`src/rtl/led_pkg.sv`:
```
// Shared mode encodings for the LED pattern generator and related blocks.
package led_pkg;

  localparam int unsigned MODE_W = 3;

  localparam logic [MODE_W-1:0] MODE_OFF     = 3'd0;
  localparam logic [MODE_W-1:0] MODE_ON      = 3'd1;
  localparam logic [MODE_W-1:0] MODE_BLINK   = 3'd2;
  localparam logic [MODE_W-1:0] MODE_CHASE   = 3'd3;
  localparam logic [MODE_W-1:0] MODE_COUNT   = 3'd4;
  localparam logic [MODE_W-1:0] MODE_BREATHE = 3'd5;

endpackage

```
`src/rtl/tick_prescaler.sv`:
```
// Free-running clock prescaler: one-cycle tick every CLK_HZ/TICK_HZ sysclk cycles.
// CLK_HZ/TICK_HZ must be at least 2 so the tick is a true single-cycle pulse.
module tick_prescaler #(
  parameter int unsigned CLK_HZ  = 125000000,
  parameter int unsigned TICK_HZ = 1000
) (
  input  logic sysclk,
  input  logic rst_n,
  output logic tick
);

  localparam int unsigned Div  = CLK_HZ / TICK_HZ;
  localparam int unsigned CntW = (Div > 1) ? $clog2(Div) : 1;
  localparam logic [CntW-1:0] CntMax = CntW'(Div - 1);

  logic [CntW-1:0] cnt_q, cnt_d;

  // Count 0..Div-1 and wrap.
  always_comb begin
    cnt_d = (cnt_q == CntMax) ? '0 : cnt_q + 1'b1;
  end

  // Prescaler state register.
  always_ff @(posedge sysclk or negedge rst_n) begin
    if (!rst_n) begin
      cnt_q <= '0;
    end else begin
      cnt_q <= cnt_d;
    end
  end

  assign tick = (cnt_q == CntMax);

endmodule

```
`src/rtl/led_pattern_gen.sv`:
```
// Multi-channel LED driver with runtime-selectable patterns and programmable step period.
module led_pattern_gen
  import led_pkg::*;
#(
  parameter int unsigned CLK_HZ    = 125000000,
  parameter int unsigned TICK_HZ   = 1000,
  parameter int unsigned N_LED     = 4,
  parameter int unsigned DUTY_BITS = 8,
  parameter int unsigned PERIOD_W  = 16
) (
  input  logic                sysclk,
  input  logic                rst_n,
  input  logic [MODE_W-1:0]   mode,
  input  logic [PERIOD_W-1:0] period,
  input  logic                load,
  output logic [N_LED-1:0]    led,
  output logic                tick
);

  logic [MODE_W-1:0]    mode_q, mode_d;
  logic [PERIOD_W-1:0]  period_q, period_d;
  logic [PERIOD_W-1:0]  stepcnt_q, stepcnt_d;
  logic [N_LED-1:0]     chase_q, chase_d;
  logic [N_LED-1:0]     count_q, count_d;
  logic                 blink_q, blink_d;
  logic [DUTY_BITS-1:0] duty_q, duty_d;
  logic                 dir_down_q, dir_down_d;
  logic [DUTY_BITS-1:0] pwm_q, pwm_d;
  logic [N_LED-1:0]     led_q, led_d;
  logic                 step;

  tick_prescaler #(
    .CLK_HZ  (CLK_HZ),
    .TICK_HZ (TICK_HZ)
  ) u_prescaler (
    .sysclk (sysclk),
    .rst_n  (rst_n),
    .tick   (tick)
  );

  // period_q is never 0, so period_q - 1 cannot underflow.
  assign step = tick && (stepcnt_q == period_q - 1'b1);

  // Next-state for configuration, step counter and pattern state; load wins over step.
  always_comb begin
    mode_d     = mode_q;
    period_d   = period_q;
    stepcnt_d  = stepcnt_q;
    chase_d    = chase_q;
    count_d    = count_q;
    blink_d    = blink_q;
    duty_d     = duty_q;
    dir_down_d = dir_down_q;
    pwm_d      = pwm_q + 1'b1;
    if (load) begin
      mode_d     = mode;
      period_d   = (period == '0) ? PERIOD_W'(1) : period;
      stepcnt_d  = '0;
      chase_d    = N_LED'(1);
      count_d    = '0;
      blink_d    = 1'b0;
      duty_d     = '0;
      dir_down_d = 1'b0;
    end else begin
      if (tick) begin
        stepcnt_d = step ? '0 : stepcnt_q + 1'b1;
      end
      if (step) begin
        case (mode_q)
          MODE_BLINK: blink_d = ~blink_q;
          MODE_CHASE: chase_d = {chase_q[N_LED-2:0], chase_q[N_LED-1]};
          MODE_COUNT: count_d = count_q + 1'b1;
          MODE_BREATHE: begin
            // At either end the direction flips and duty holds for that step.
            if (!dir_down_q) begin
              if (duty_q == '1) dir_down_d = 1'b1;
              else              duty_d     = duty_q + 1'b1;
            end else begin
              if (duty_q == '0) dir_down_d = 1'b0;
              else              duty_d     = duty_q - 1'b1;
            end
          end
          default: ;
        endcase
      end
    end
  end

  // LED drive decoded from current state; registered below.
  always_comb begin
    led_d = '0;
    case (mode_q)
      MODE_OFF:     led_d = '0;
      MODE_ON:      led_d = '1;
      MODE_BLINK:   led_d = {N_LED{blink_q}};
      MODE_CHASE:   led_d = chase_q;
      MODE_COUNT:   led_d = count_q;
      MODE_BREATHE: led_d = {N_LED{pwm_q < duty_q}};
      default:      led_d = '0;
    endcase
  end

  // State and output registers.
  always_ff @(posedge sysclk or negedge rst_n) begin
    if (!rst_n) begin
      mode_q     <= MODE_OFF;
      period_q   <= PERIOD_W'(1);
      stepcnt_q  <= '0;
      chase_q    <= N_LED'(1);
      count_q    <= '0;
      blink_q    <= 1'b0;
      duty_q     <= '0;
      dir_down_q <= 1'b0;
      pwm_q      <= '0;
      led_q      <= '0;
    end else begin
      mode_q     <= mode_d;
      period_q   <= period_d;
      stepcnt_q  <= stepcnt_d;
      chase_q    <= chase_d;
      count_q    <= count_d;
      blink_q    <= blink_d;
      duty_q     <= duty_d;
      dir_down_q <= dir_down_d;
      pwm_q      <= pwm_d;
      led_q      <= led_d;
    end
  end

  assign led = led_q;

endmodule

```
`config.mk`:
```
export PLATFORM = sky130hd
export DESIGN_NAME = led_pattern_gen
export DESIGN_NICKNAME = d
export VERILOG_FILES = /design/src/rtl/led_pkg.sv /design/src/rtl/tick_prescaler.sv /design/src/rtl/led_pattern_gen.sv
export SDC_FILE = /design/constraint.sdc
export NUM_CORES = 1
export LEC_CHECK = 0
export ABC_AREA = 0
export CAP_MARGIN = 15
export CORE_ASPECT_RATIO = 0.9
export CORE_UTILIZATION = 45
export CTS_CLUSTER_DIAMETER = 100
export DETAILED_ROUTE_END_ITERATION = 10
export PLACE_DENSITY_LB_ADDON = 0.1
export SYNTH_ARGS = -nofsm -noshare
export SYNTH_HDL_FRONTEND = slang
export SYNTH_HIERARCHICAL = 1
export SYNTH_SLANG_ARGS = --single-unit
```
`constraint.sdc`:
```
create_clock -name sysclk -period 7.1 [get_ports sysclk]
set_input_delay 1.42 -clock sysclk [delete_from_list [all_inputs] [get_ports sysclk]]
set_output_delay 1.42 -clock sysclk [all_outputs]
set_load 0.01 [all_outputs]
```
### Word level (Yosys, flattened, before mapping)

Index checks and enable logic that the tools add are counted.

* register bits after elaboration: 82
* output and inout bits: 5

* $lt $le $gt $ge: 1
* $add $sub $neg: 7
* equal/unequal tests: 10
* reductions and logical operators: 14
* bitwise operators: 1
* multiplexer cells: 27

Operators by type and width (number)
* $mux 16: 4
* $mux 8: 6
* $mux 4: 6
* $pmux 4 s5: 1
* $add 17x1->17 const B: 1
* $eq 17x17->1 const B: 1
* $mux 17: 1
* $add 16x1->16 const B: 1
* $add 8x1->8 const B: 2
* $eq 16x16->1: 1
* $logic_not 16->1: 1
* $sub 16x1->16 const B: 1
* $reduce_bool 2->1: 6
* $mux 1: 9
* $eq 8x8->1 const B: 1
* $logic_not 8->1: 1
* $lt 8x8->1: 1
* $reduce_and 2->1: 4
* $sub 8x1->8 const B: 1
* $eq 3x2->1 const B: 2
* $eq 3x3->1 const B: 2
* $ne 3x3->1 const B: 2
* $add 4x1->4 const B: 1
* $reduce_and 4->1: 1
* 3 further kinds: 3

### Logic depth before layout (Yosys ltp)

* depth in word-level cells: 6
* depth in mapped cells: 11
* mapped depth without buffers: 10

### By module

Netlist, hierarchy kept.

Modules (own cells, without submodules)
* led_pattern_gen: cells each 431, times used 1, area an instance 4167.7 um2
* tick_prescaler: cells each 76, times used 1, area an instance 833.3 um2

### Least setup slack after synthesis

Ideal clock, no wire load.

* kind: flip-flop to flip-flop
* start: reg u_prescaler.cnt_q[4]
* end: reg count_q[0]
* required time: 7022 ps
* stages on the path, launching flop included: 11
* path buffers: 1
* data arrival time: 3018 ps
* slack: 4004 ps
* library setup time: 78 ps
* path through: dfrtp_1 -> nor4bb_1 -> nand2_1 -> nor3_4 -> o211ai_1 -> a2111oi_1 -> nor3b_2 -> o2111ai_2 -> buf_6 -> or4_1 -> a21oi_1

* word-level cells in the longest chain between the ends: 4

RTL lines
* start, declared: RTL line tick_prescaler.sv:16 `logic [CntW-1:0] cnt_q, cnt_d;`
* start signal, assigned: RTL line tick_prescaler.sv:28 `cnt_q <= cnt_d;`
* $eq 17x17->1: RTL line tick_prescaler.sv:32 `assign tick = (cnt_q == CntMax);`
* named net tick: RTL line led_pattern_gen.sv:17 `output logic tick`
* $logic_and 1x1->1: RTL line led_pattern_gen.sv:42 `assign step = tick && (stepcnt_q == period_q - 1'b1);`
* $reduce_bool 2->1 (no source line)
* $reduce_and 2->1 (no source line)
* end signal, assigned: RTL line led_pattern_gen.sv:121 `count_q <= count_d;`
* end, declared: RTL line led_pattern_gen.sv:24 `logic [N_LED-1:0] count_q, count_d;`

The timed path passes the listed nets, and every way through them passes these cells.
A chain may end at the register's enable or synchronous reset.

### Worst setup path in the final report

* start: reg u_prescaler.cnt_q[0]
* end: reg stepcnt_q[4]

* word-level cells in the longest chain between the ends: 5
* elaborated cells between the ends (all ways): 6
* classes of those cells: eq/ne (1); mux (3); reduce/logical (2)

RTL lines
* $eq 17x17->1 (*): RTL line tick_prescaler.sv:32
* $logic_and 1x1->1: RTL line led_pattern_gen.sv:42
* $mux 16: RTL line led_pattern_gen.sv:66 `stepcnt_d = step ? '0 : stepcnt_q + 1'b1;`
* $mux 16: RTL line led_pattern_gen.sv:65 `if (tick) begin`
* $mux 16: RTL line led_pattern_gen.sv:55 `if (load) begin`
* end signal, assigned: RTL line led_pattern_gen.sv:119 `stepcnt_q <= stepcnt_d;`
* end, declared: RTL line led_pattern_gen.sv:22 `logic [PERIOD_W-1:0] stepcnt_q, stepcnt_d;`

Mark *: on every way between the ends. The rest lies on a longest branch, timed or not. The select of a mux whose other input is x is not followed.

==> results.cfg <==
[synthesis]
yosys.area.top_type = dfrtp_1
seq_area_frac_synth_pct = 41.1
syn_nets = 548
synthesis.area_mm2 = 0.00500
yosysMostFrequentCell = dfrtp_1
syn_avg_cell_area_um2 = 9.86
synthCells = 507
synth.top_cell.area_share_pct = 40.0
synth_seq_cells = 82
synth-warning-count = 6
yosys-top-cells-count = dfrtp_1 (80), nor2_1 (49), nand2_1 (33), xnor2_1 (31), xor2_1 (26)
synth-main-ff-cell = dfrtp_1
ys_top_cells_by_area = dfrtp_1 (40%), xnor2_1 (5.4%), xor2_1 (4.6%)
synth-edff-count = 0
postSynth.asyncResetShare_pct = 100
synthDistinctLibCells = 78

[clocking]
cts-root-buf = clkbuf_16
ctsResizeCount = 0
ctsHoldBuffers = 0
insertion_delay_ps = 340
cts_tree = built
cts_max_level = 3
cts_buffer_depth = 2
clkSinkCount = 82
path_clk_slew_ps = 60
postCtsSetupRepairBufs = 0
cts_buffers = 9

[drt]
ant_nets = 0
totalWireLength_um = 10900
via_per_inst = 5.85
vias = 3899
drtIter0Drc = 197
dr.pass1.iters = 7
drc = 1
wl_per_cell_um = 16.3

[setup_path]
cp-end-kind = flop
rr_worst_depth = 10
reg2reg_from = u_prescaler/cnt_q[0]
reg2reg_to = stepcnt_q[4]
r2r_slack_ps = 3350
cp.arrival_ps = 3930
cp.required_ps = 7280
worstPathMaxFanout = 24
critPathKind = flop to flop
startpoint_type = flop

[min_path]
min_path_type = flop to flop
whs_path_depth = 1
min_to = pwm_q[7]
hold_start = pwm_q[7]

[power_and_ir_drop]
p_sw_uw = 279
p_leak_nw = 2.30
swShare_pct = 25.0
p_clk_share_pct = 45.6
seqPwrFrac_pct = 44.9
peakVddDrop_uv = 112
internal_power_uw = 839
pwr-share-comb_pct = 9.6
pwr_density_cell_mw_per_mm2 = 197

[sta]
worst_slack_ps = 3350
fin_worst_skew_ps = 5.14
max_slew_margin_pct = 29.7
tightest_slew_ps = 1050
final-max-slew-violation-count = 0
finalHoldViolations = 0
layout_min_cycle_time_ps = 3750
fmax_ghz = 0.266
finalCritPeriodShare_pct = 52.9
tns_ps = 0
rsz0062_at_grt = false
setup_viol = 0

[placement]
port_buffers = 26
dpl_worst_slack_ps = 3370
gp_congestion = 0.895
dp_cells = 651
dp_hpwl_um = 7760

[die]
io_pins = 27
start_util_pct = 46.3
num_rows = 36
die_h_um = 102
die_area_mm2 = 0.0115
core-area_mm2 = 0.0108
die_w_um = 113

[outcome]
failed_checks = design-rule violations
status = finished, violations left

[global_routing]
grt_start_max_net_pins = 83
gr-usage-all-layers_pct = 20.7
grt_pass1_wl_um = 18800
antenna_found_initial = 0
grt_pass1_vias = 3806
overflow = 0

[finish]
antenna_cells = 0
final_cells = 667
areaGrowthSynthToFinish_pct = 13.7
drive_gt1_share_pct = 11.2
fin_nets = 570
utilization_pct = 52.6

[run]
maxCapViolations = 0
state kept, by name (all words and copies together), names as in the netlist:
signal	cells
blink_q	1
chase_q	4
count_q	4
dir_down_q	1
duty_q	8
led	4
mode_q	3
period_q	16
pwm_q	8
stepcnt_q	16
u_prescaler/cnt_q	17
metrics by stage:
| stage | area (um2) | hold WS [ps] | power [mW] |
|---|---|---|---|
| after CTS | 5690 | 493 | 1.13 |
| after global placement | 5360 | 466 | 0.616 |
| after global routing | 5690 | 514 | 1.16 |
| after floorplan | 5000 | 447 | 0.573 |
| after detailed placement | 5360 | 481 | 0.618 |
| final | 5690 | 482 | 1.12 |
power groups by stage:
stage / logic, mW / clock network (mW) / registers (mW)
3_5_place_dp: 0.108 / 0 / 0.510
4_1_cts: 0.108 / 0.522 / 0.501
5_1_grt: 0.119 / 0.540 / 0.505
2_1_floorplan: 0.0710 / 0 / 0.502
6_report: 0.107 / 0.510 / 0.502
3_3_place_gp: 0.107 / 0 / 0.510
worst max-delay path, stage by stage, from the launching register on:
cell	delay, ps
dfrtp_1	390
ha_1	210
and2_1	200
nand3_1	140
nor3_4	120
buf_4	280
o211ai_1	130
a2111oi_1	510
nand4_1	490
o31ai_2	970
nor2_1	130
cell families after synthesis:
group / share of synthesized area [%]
AOI/OAI and AO/OA: 12.9
DFF: 41.1
buffers and inverters: 2.83
muxes: 5.28
and+or+nand+nor: 23.0
xor gates and xnor gates: 9.98
adders and majority gates: 4.90
routing by layer:
metal | up-vias | track usage (%) | share of wire (%)
li1 | 1911 | - | -
met1 | 1933 | 28.9 | 49
met2 | 46 | 33.0 | 46
met3 | 9 | 4.33 | 3.5
met4 | 0 | 4.86 | 0.85
met5 | - | 0 | 0
worst max-delay path by stage:
stage / endpoint / slack, ps / startpoint / depth (start not counted)
after floorplan: count_q[0] / 4000 / u_prescaler/cnt_q[4] / 10
after global placement: stepcnt_q[8] / 3490 / u_prescaler/cnt_q[0] / 10
after detailed placement: stepcnt_q[7] / 3370 / u_prescaler/cnt_q[0] / 10
after CTS: tick / 3380 / u_prescaler/cnt_q[0] / 6
after global routing: stepcnt_q[4] / 2950 / u_prescaler/cnt_q[0] / 10
final: stepcnt_q[4] / 3350 / u_prescaler/cnt_q[0] / 10
final cells by class:
cell class / instances / area [um2]
Clock buffer: 9 / 225
Clock inverter: 7 / 101
Fill cell: 990 / 5120
Inverter: 18 / 67.6
Multi-Input combinational cell: 390 / 2810
Sequential cell: 82 / 2050
Tap cell: 133 / 166
Timing Repair Buffer: 28 / 268
placed cells by master (no fill, tap or decap), types with 3 or more instances in the layout:
cell	instances
ha_1	18
and3_1	6
a21oi_1	23
inv_1	17
nand4_1	20
a21o_1	6
xor2_1	26
nand3b_1	4
and2_1	3
mux2i_1	5
o22a_1	4
nand2_1	33
nor2_1	49
xnor2_1	31
clkbuf_16	9
o21ai_0	6
clkdlybuf4s50_1	24
nor4_1	15
o31ai_1	10
or4_1	5
nand4b_1	3
mux2_2	18
buf_4	3
nor2b_1	6
o211ai_1	5
nor3_1	14
dfrtp_1	80
o41ai_1	5
nand3_1	19
(Power assumes the default switching activity.)
